--- config.mk ---
export PLATFORM = sky130hd
export DESIGN_NAME = stream_rx_ctrl
export DESIGN_NICKNAME = d
export VERILOG_FILES = /design/src/rtl/stream_rx_ctrl.sv
export SDC_FILE = /design/constraint.sdc
export NUM_CORES = 1
export LEC_CHECK = 0
export CORE_AREA = 4 4 100 64
export CTS_BUF_LIST = sky130_fd_sc_hd__clkbuf_8
export DETAILED_ROUTE_END_ITERATION = 10
export DIE_AREA = 0 0 104 68
export DONT_BUFFER_PORTS = 1
export HOLD_SLACK_MARGIN = 0.1
export PLACE_DENSITY = 0.8
export SLEW_MARGIN = 15
export SYNTH_ARGS = -nofsm -noshare
export SYNTH_HDL_FRONTEND = slang
export SYNTH_SLANG_ARGS = --single-unit
--- constraint.sdc ---
create_clock -name clk -period 3.5 [get_ports clk]
set_clock_uncertainty 0.2 [all_clocks]
set_input_delay 0.175 -clock clk [delete_from_list [all_inputs] [get_ports clk]]
set_output_delay 0.175 -clock clk [all_outputs]
set_load 0.005 [all_outputs]
--- src/rtl/stream_rx_ctrl.sv ---
// rtl/stream_rx_ctrl.sv - S_AXIS instruction loader: writes one stream into instruction memory, starts cores, waits for all to finish
module stream_rx_ctrl #(
    parameter int CORENUM = 16,
    parameter int DW      = 32,
    parameter int AW      = 10
) (
    input  logic               clk,
    input  logic               rst,
    input  logic               src_valid,
    input  logic [DW-1:0]      src_data,
    input  logic               src_last,
    output logic               src_ready,
    output logic               inst_we,
    output logic [AW-1:0]      inst_addr,
    output logic [DW-1:0]      inst_data,
    output logic [AW:0]        inst_len,
    output logic               run,
    output logic               busy,
    input  logic [CORENUM-1:0] core_last,
    output logic               done,
    output logic               overflow
);

    typedef enum logic [2:0] {
        S_IDLE  = 3'd0,
        S_LOAD  = 3'd1,
        S_DRAIN = 3'd2,
        S_START = 3'd3,
        S_WAIT  = 3'd4
    } state_t;

    localparam logic [AW:0] CNT_ONE = (AW+1)'(1);

    state_t             state, state_nxt;
    logic [AW:0]        cnt;
    logic [CORENUM-1:0] seen;
    logic               accept;
    logic               mem_full;
    logic               all_done;

    assign accept   = src_valid & src_ready;
    // cnt[AW] set means all 2**AW words are already stored
    assign mem_full = cnt[AW];
    assign all_done = &(seen | core_last);

    always_ff @(posedge clk) begin
        if (rst) begin
            state <= S_IDLE;
        end else begin
            state <= state_nxt;
        end
    end

    always_comb begin
        state_nxt = state;
        case (state)
            S_IDLE: begin
                if (accept) begin
                    state_nxt = src_last ? S_START : S_LOAD;
                end
            end
            S_LOAD: begin
                if (accept) begin
                    if (!mem_full) begin
                        state_nxt = src_last ? S_START : S_LOAD;
                    end else begin
                        state_nxt = src_last ? S_IDLE : S_DRAIN;
                    end
                end
            end
            S_DRAIN: begin
                if (accept && src_last) begin
                    state_nxt = S_IDLE;
                end
            end
            S_START: state_nxt = S_WAIT;
            S_WAIT: begin
                if (all_done) begin
                    state_nxt = S_IDLE;
                end
            end
            default: state_nxt = S_IDLE;
        endcase
    end

    always_comb begin
        src_ready = 1'b0;
        busy      = 1'b0;
        case (state)
            S_IDLE, S_LOAD, S_DRAIN: src_ready = !rst;
            S_START, S_WAIT:         busy      = 1'b1;
            default: begin
                src_ready = 1'b0;
                busy      = 1'b0;
            end
        endcase
    end

    always_ff @(posedge clk) begin
        if (rst) begin
            cnt       <= '0;
            inst_we   <= 1'b0;
            inst_addr <= '0;
            inst_data <= '0;
            inst_len  <= '0;
            run       <= 1'b0;
            done      <= 1'b0;
            overflow  <= 1'b0;
            seen      <= '0;
        end else begin
            inst_we <= 1'b0;
            run     <= (state == S_START);
            done    <= (state == S_WAIT) && all_done;
            case (state)
                S_IDLE: begin
                    if (accept) begin
                        inst_we   <= 1'b1;
                        inst_addr <= '0;
                        inst_data <= src_data;
                        cnt       <= CNT_ONE;
                        overflow  <= 1'b0;
                    end
                end
                S_LOAD: begin
                    if (accept) begin
                        if (!mem_full) begin
                            inst_we   <= 1'b1;
                            inst_addr <= cnt[AW-1:0];
                            inst_data <= src_data;
                            cnt       <= cnt + CNT_ONE;
                        end else begin
                            overflow  <= 1'b1;
                        end
                    end
                end
                S_START: begin
                    inst_len <= cnt;
                    seen     <= '0;
                end
                S_WAIT: begin
                    seen <= seen | core_last;
                end
                default: begin
                end
            endcase
        end
    end

endmodule
[Word level (Yosys, flattened, before mapping)]
Cells that the tools add are included.
Cells by class
  $add $sub $neg: 1
  multiply operators: 0
  divide/modulo/power cells: 0
  magnitude comparators: 0
  eq/ne operators: 10
  shift operators: 0
  mux-type cells: 31
  bitwise operators: 2
  reductions and logical operators: 13
Operators by type and width (number)
  2-to-1 mux 32 bit: 3
  case mux 32 bit (2 select lines): 1
  2-to-1 mux 11 bit: 3
  case mux 16 bit (2 select lines): 1
  2-to-1 mux 10 bit: 3
  case mux 11 bit (2 select lines): 1
  case mux 10 bit (2 select lines): 1
  OR 16 bit: 1
  AND reduction 16 bit: 1
  case mux 3 bit (5 select lines): 1
  2-to-1 mux 3 bit: 4
  inequality test 2 bit (second input constant): 6
  AND reduction 4 bit: 3
  adder 11 x 1 -> 11 bit (second input constant): 1
  2-to-1 mux 1 bit: 8
  equality test 3 x 2 -> 1 bit (second input constant): 2
  2-to-1 mux 2 bit: 3
  case mux 1 bit (2 select lines): 2
  nonzero test 2 bit: 2
  equality test 3 x 1 -> 1 bit (second input constant): 1
  equality test 3 bit (second input constant): 1
  zero test 3 bit: 1
  AND reduction 3 bit: 1
  OR reduction 3 bit: 1
  4 further kinds: 5
Word-level totals
  flip-flop bits (word level): 87
  bits in latches: 0
  bits in writable memories: 0
  memory bits (read-only): 0
  bits of input ports: 52
  output and inout port bits: 59
  word-level logic and storage cells: 68
  memories kept: 0

[Logic depth before layout (Yosys ltp)]
Gate-level depths: netlist of run 1.
  depth after elaboration: 7
  depth in mapped cells: 7
  gate-level depth less buffers: 5

[Least setup slack after synthesis of run 1]
OpenSTA, ideal clock, no wires.
  path kind: reg2reg
  start point: register state[1]
  end point: register cnt[6]
  library setup time: 0.071 ns
  arrival time: 1.527 ns
  data required time: 3.229 ns
  slack: 1.702 ns
  cell stages (with the launch flop): 6
  buffers on the path: 1
  period minus slack after synthesis: 1.798 ns
  path through: dfxtp_1 > buf_6 > nor4b_4 > nand2_2 > or4_1 > a21oi_1
On the way
  longest elaborated chain between the ends: 6
  elaborated cells on any way between the ends: 12
  classes of those cells: eq/ne: 5; mux: 2; bitwise: 1; reduce/logical: 4
Ends and longest elaborated chain
  start: declaration: RTL line 34  | state_t state, state_nxt;
  start signal: assignment: RTL line 50  | state <= state_nxt;
  equality test 3 x 1 -> 1 bit, or another cell as far along: RTL line 89, 114
  OR reduction 3 bit: RTL line 89  | case (state)
  2-to-1 mux 1 bit: RTL line 89
  AND 1 bit: RTL line 41  | assign accept = src_valid & src_ready;
  inequality test 2 bit (no line)
  AND reduction 4 bit (no line)
  end signal: assignment: RTL line 130  | cnt <= cnt + CNT_ONE;
  end: declaration: RTL line 35  | logic [AW:0] cnt;
Parallel ways exist; a longest one is shown, timed or not.
A chain may end at the register's enable or synchronous reset.

[Final worst setup path of run 1]
  start point: input rst
  end point: register cnt[5]
On the way
  longest elaborated chain between the ends: 5
  elaborated cells on any way between the ends: 6
  classes of those cells: eq/ne: 2; mux: 1; bitwise: 1; reduce/logical: 2
Ends and longest elaborated chain
  start: declaration: RTL line 8  | input logic rst,
  zero test 1 bit: RTL line 90  | S_IDLE, S_LOAD, S_DRAIN: src_ready = !rst;
  2-to-1 mux 1 bit: RTL line 89
  AND 1 bit: RTL line 41
  inequality test 2 bit (no line)
  AND reduction 4 bit (no line)
Parallel ways exist; a longest one is shown, timed or not.

==> metrics.txt, run 1 <==
status=completed; largest net degree at the start of global routing=70; mapped cell area=between 3000 and 4000 µm²; fin cells=504; max incr delay on CP=600 ps; CTS max path bufs=2; WP data arrival=about 2800 ps; Avg Inst Size Synth=about 8.3 µm²; setup repair bufs after CTS=0; H-tree levels=3; post-DR wirelength/cell=16.8 µm; # Max-Cap Violations=0; die height=68 µm; initial antenna violation count=0; R2R setup slack=880 ps; post-synthesis sequential area ratio=between 50 and 60%; CP max FO=69; sw frac=about a quarter; Max Freq=~370 MHz; WHS Endpoint=seen[3]$_SDFFE_PP0P_; EDFF count, synth=0; CTS sink cnt=between 80 and 90; clk root buf=clkbuf_8; Synth Flop Type=dfxtp_1; min-delay src=rst; Die Wd=roughly 100 µm; IO Pins=111; Synth Register Bits=just under 90; Int Pwr=between 1 and 1.5 mW; P_leak=~1.4 nW; Site Rows=21; Post-Layout Inst Area=3950 µm²; Ys Warns=0; antenna viol nets, final=0; pwr/cell area=approximately 470 nW/µm²; grt ovf=0; Hold/Removal Path Class=in2reg; Clk Latency, worst-skew pair=between 300 and 400 ps; RSZ-0062 raised after global routing=false; CP max-delay cell=dlygate4sd3_1; vias per cell=roughly 5.7; Power, Total=around 1.8 mW; Vias=~2.8k; FFs w/ async S/R, synth=0%; Die Area=7070 µm²; Critical Setup Path Class=in2reg; worst hold slack=around 150 ps; data required time of the worst path=around 3600 ps; first-pass GRT wire length=13.3 mm; GRT Total Usage=a little under a quarter; core outline area=5470 µm²; min Tclk post-route=2730 ps; post-synth net total=roughly 440; drc violations=0; RePlAce Congestion=between 0.8 and 0.9; Cells after Synth=approximately 400; Worst IR Drop VDD=between 200 and 300 µV; placed inst area=~3200 µm²; WP buf/inv=3; dpl hpwl=5.13 mm; CTS Hold Bufs=53; fin nets=roughly 480; hold path cells=2; Ant. Diodes=0; combinational share of power=8.8%; relative slew slack=around two fifths; worst-path cell chain=dlygate4sd3_1 -> buf_16 -> nor4b_4 -> nand2_2 -> buf_4 -> or4_1 -> a21oi_1; Syn-to-layout area delta=22.0%; CTS clk-pin slew, worst paths=roughly 90 ps; r2r worst-path depth=5; setup TNS=0 ps; post-CTS sizing=0; Port Buf Inserts=0; drt pass-1 iters=4; DP Cell Count=approximately 440; Final Util=72.3%; Starting Density=slightly below 60%; Critical Path Sink Type=flop; Final Hold Violating Endpoints=0; via count of the first global-routing pass=roughly 2.7k; FF-to-FF Start=state[0]$_SDFFE_PP0P_; final wirelength=8.44 mm; TritonCTS buffer count=9; unique cell type count in the Yosys netlist=41; Max Slew Vio Count=0; pre-CTS setup slack=approximately 960 ps; Setup violations, final=0; worst r2r dst=inst_data[7]$_SDFFE_PP0P_; Clock power frac=34.5%; Worst Tran Pin Value=882 ps; Seq pwr share=56.7%; CTS tree=yes; Net Switching=between 0.4 and 0.5 mW; CP startpoint kind=input port; crit-path leading delay family=simple AND/OR/NAND/NOR gates; final worst-path cycle share=78.1%; slack of the critical path=between 700 and 800 ps; 1st-iter DRT viols=approximately 230; share of cells above drive strength 1=5.52%
[worst reg2reg max path: cells and delay by family, from the launching register on]
family                 cells  cell delay (ps)
AND/OR/NAND/NOR            3              840
buffers and inverters      1              790
flip-flops                 1              580
AO/OA/AOI/OAI              1               90
[layer usage]
| metal | wire length, µm | GRT usage, % | vias to the layer above |
|---|---|---|---|
| li1 | - | - | 1399 |
| met1 | 3540 | 28.4 | 1328 |
| met2 | 4060 | 40.9 | 115 |
| met3 | 799 | 8.29 | 6 |
| met4 | 50 | 7.30 | 0 |
| met5 | 0 | 0 | - |
[power groups by stage]
| stage | Clock, mW | Sequential, mW | Combinational [mW] |
|---|---|---|---|
| 2_1_floorplan | 0 | 1.05 | 0.0980 |
| 3_3_place_gp | 0 | 1.06 | 0.0886 |
| 3_5_place_dp | 0 | 1.07 | 0.0920 |
| 4_1_cts | 0.641 | 1.04 | 0.157 |
| 5_1_grt | 0.696 | 1.05 | 0.177 |
| 6_report | 0.634 | 1.04 | 0.162 |
[area by class of cell]
| type | count | area [µm²] |
|---|---|---|
| multi-input cells | 274 | 1370 |
| clock buffers | 10 | 138 |
| fillers | 429 | 1520 |
| flip-flops and latches | 87 | 1740 |
| inverters | 3 | 11.3 |
| well taps | 69 | 86.3 |
| clock inverters | 6 | 43.8 |
| repair buffers | 55 | 563 |
[registers in the layout (all words and copies together), names as in the netlist]
| name | cells |
|---|---|
| run | 1 |
| cnt | 11 |
| state | 3 |
| overflow | 1 |
| done | 1 |
| inst_len | 11 |
| inst_addr | 10 |
| inst_data | 32 |
| inst_we | 1 |
| seen | 16 |
[cell usage after synthesis, drive strengths merged, types with 2 or more instances]
master / number / share of area [%]
xor2: 2 / 0.54
and3: 2 / 0.39
nor2: 45 / 5.2
a22oi: 14 / 3.2
or4: 4 / 0.93
o22ai: 8 / 1.5
a21oi: 61 / 9.4
dfxtp: 87 / 54
o21ai: 5 / 0.77
clkbuf: 9 / 1.0
buf: 17 / 2.6
nand3: 4 / 0.62
a31oi: 3 / 0.58
nand2: 97 / 11
a211oi: 2 / 0.46
a21o: 4 / 0.93
and2: 2 / 0.39
inv: 2 / 0.23
or2: 2 / 0.39
nand4: 3 / 0.58
nor4b: 3 / 1.5
xnor2: 2 / 0.54
[worst max path at each step]
stage          cells past startpoint                         end  slack [ps]             startpoint
2_1_floorplan                      5         cnt[6]$_SDFFE_PP0P_        1700  state[1]$_SDFFE_PP0P_
3_3_place_gp                       5         cnt[5]$_SDFFE_PP0P_        1040  state[2]$_SDFFE_PP0P_
3_5_place_dp                       5   inst_data[2]$_SDFFE_PP0P_         960  state[0]$_SDFFE_PP0P_
4_1_cts                            7         cnt[5]$_SDFFE_PP0P_         840                    rst
5_1_grt                            7  inst_data[26]$_SDFFE_PP0P_         630                    rst
6_report                           7         cnt[5]$_SDFFE_PP0P_         770                    rst
[cells by family (layout without fill, tap and decap cells)]
logic type	Yosys count	after routing	share of synthesized area, %
XOR/XNOR	4	4	1.08
multiplexers	1	1	0.309
buffers and inverters	29	74	4.02
AO/OA/AOI/OAI	100	100	17.7
flip-flops	87	87	53.8
AND/OR/NAND/NOR	168	168	22.7
adder cells (fa/ha/maj)	1	1	0.386
[placed cells by master, fill, tap and decap left out, drive strengths merged, types with 4 or more instances in the layout]
cell,n
dlygate4sd3,52
a21o,4
o22ai,8
nand3,4
nand2,97
clkbuf,10
a22oi,14
nor2,45
dfxtp,87
clkinvlp,4
o21ai,5
or4,4
a21oi,61
(Power assumes the default switching activity.)
==> inputs of run 2 (changes only) <==
- CORE_AREA: 4 4 100 64 -> 4 4 101 65
- DIE_AREA: 0 0 104 68 -> 0 0 105 69
- PLACE_DENSITY: 0.8 -> 0.81
- clock period: 3.5 -> 2.2 ns (I/O delays scaled with it)
==> metrics.txt, run 2 (synthesis results as in run 1) <==
antenna viol nets, final=0; Final Hold Violating Endpoints=0; commonest non-fill, non-tap cell in the layout=nand2_1; fillers=between 300 and 400; CP max FO=71; min Tclk post-route=~2200 ps; first-pass GRT wire length=around 14 mm; slack of the critical path=about 27 ps; CTS tree=yes; # Max-Cap Violations=0; setup TNS=0 ps; core outline area=around 5500 µm²; relative slew slack=approximately two thirds; DP Cell Count=around 450; RePlAce Congestion=around 0.92; grt ovf=0; IO Pins=~110; Worst IR Drop VDD=slightly below 500 µV; Vias=roughly 2.9k; Regs by FF count=inst_data (32), seen (16); data required time of the worst path=2270 ps; P_leak=1.50 nW; CTS sink cnt=87; 1st-iter DRT viols=around 190; fin cells=513; Worst Tran Pin Value=approximately 500 ps; largest net degree at the start of global routing=72; Die Wd=105 µm; Reg area=about 1700 µm²; WP data arrival=between 2000 and 2500 ps; number of flip-flops under the largest register name=32; CP startpoint kind=input port; Final Util=roughly three quarters; FF-to-FF Start=cnt[10]$_SDFFE_PP0P_; Critical Setup Path Class=in2reg; Clk Latency, worst-skew pair=roughly 340 ps; dpl hpwl=5.44 mm; vias per cell=approximately 5.7; r2r worst-path depth=5; final wirelength=about 8.6 mm; placed inst area=roughly 3300 µm²; post-DR wirelength/cell=approximately 17 µm; Port Buf Inserts=0; Die Area=between 7000 and 8000 µm²; R2R setup slack=approximately 170 ps; Site Rows=21; Multi-input gate area=1370 µm²; pwr/cell area=between 700 and 800 nW/µm²; final worst-path cycle share=about 99%; Critical Path Sink Type=flop; Setup violations, final=0; pre-CTS setup slack=roughly 280 ps; H-tree levels=3; TritonCTS buffer count=9; clk root buf=clkbuf_8; fin nets=about 490; GRT Total Usage=23.3%; Ant. Diodes=0; Biggest register=inst_data; drc violations=0; Max Freq=460 MHz; hold path cells=3; CTS clk-pin slew, worst paths=~80 ps; WHS Endpoint=overflow$_SDFFE_PP0P_; Post-Layout Inst Area=4040 µm²; Starting Density=between 50% and 60%; Max Slew Vio Count=0; drt pass-1 iters=5; share of cells above drive strength 1=between 7 and 8%; Hold/Removal Path Class=in2reg; commonest non-fill, non-tap cells in the layout=96 x nand2_1, 87 x dfxtp_1, 61 x a21oi_1, 51 x dlygate4sd3_1, 45 x nor2_1; status=completed; min-delay src=src_valid; worst r2r dst=inst_data[11]$_SDFFE_PP0P_; initial antenna violation count=0; RSZ-0062 raised after global routing=false; via count of the first global-routing pass=~2.7k; Syn-to-layout area delta=24.7%; die height=around 69 µm; CTS max path bufs=2
-- run 2: per-stage QoR --
stage	hold WS, ps	power (mW)
after floorplan	20.4	1.83
after global placement	-13.4	1.85
after detailed placement	-8.31	1.86
after CTS	164	3.00
after global routing	194	3.12
final	170	2.98
-- run 2: metal layers --
metal	vias to the layer above	part of all wire [%]	global-route usage, %
li1	1417	-	-
met2	137	47	37.2
met3	19	9.6	9.70
met4	0	1.5	5.97
met5	-	0	0
met1	1372	42	29.3
-- run 2: worst max-delay path: stages --
cell and delay (ps):
dlygate4sd3_1 610, buf_16 240, nor4b_4 270, nand2_2 250, or4_1 560, a21oi_1 190
-- run 2: worst max path at each step --
stage                          start                  end  cells after the start
2_1_floorplan  state[1]$_SDFFE_PP0P_  cnt[6]$_SDFFE_PP0P_                      5
3_3_place_gp   state[1]$_SDFFE_PP0P_  cnt[6]$_SDFFE_PP0P_                      4
3_5_place_dp   state[1]$_SDFFE_PP0P_  cnt[6]$_SDFFE_PP0P_                      4
4_1_cts                          rst  cnt[6]$_SDFFE_PP0P_                      6
5_1_grt                          rst  cnt[6]$_SDFFE_PP0P_                      6
6_report                         rst  cnt[6]$_SDFFE_PP0P_                      6
-- run 2: timing repair --
item                                   4_1_cts  5_1_grt
endpoints found under the hold margin       87        0
setup buffers                                0        0
setup endpoints to repair                    0        3
hold buffers                                52        0
gates resized for setup                      0        1
-- run 2: cell type report --
| type | instances | share of cell area [%] |
|---|---|---|
| clock buffers | 9 | 3.07 |
| flip-flops and latches | 87 | 43.2 |
| well taps | 69 | 2.14 |
| clock inverters | 7 | 1.61 |
| repair buffers | 64 | 15.9 |
| inverters | 3 | 0.279 |
| multi-input cells | 274 | 33.9 |
-- run 2: report_power, final --
| group | total [mW] | switching (mW) | internal [mW] | leakage (nW) |
|---|---|---|---|---|
| Combinational | 0.286 | 0.152 | 0.134 | 0.691 |
| Clock | 1.05 | 0.530 | 0.516 | 0.100 |
| Sequential | 1.65 | 0.0350 | 1.61 | 0.705 |
| Total | 2.98 | 0.717 | 2.26 | 1.50 |
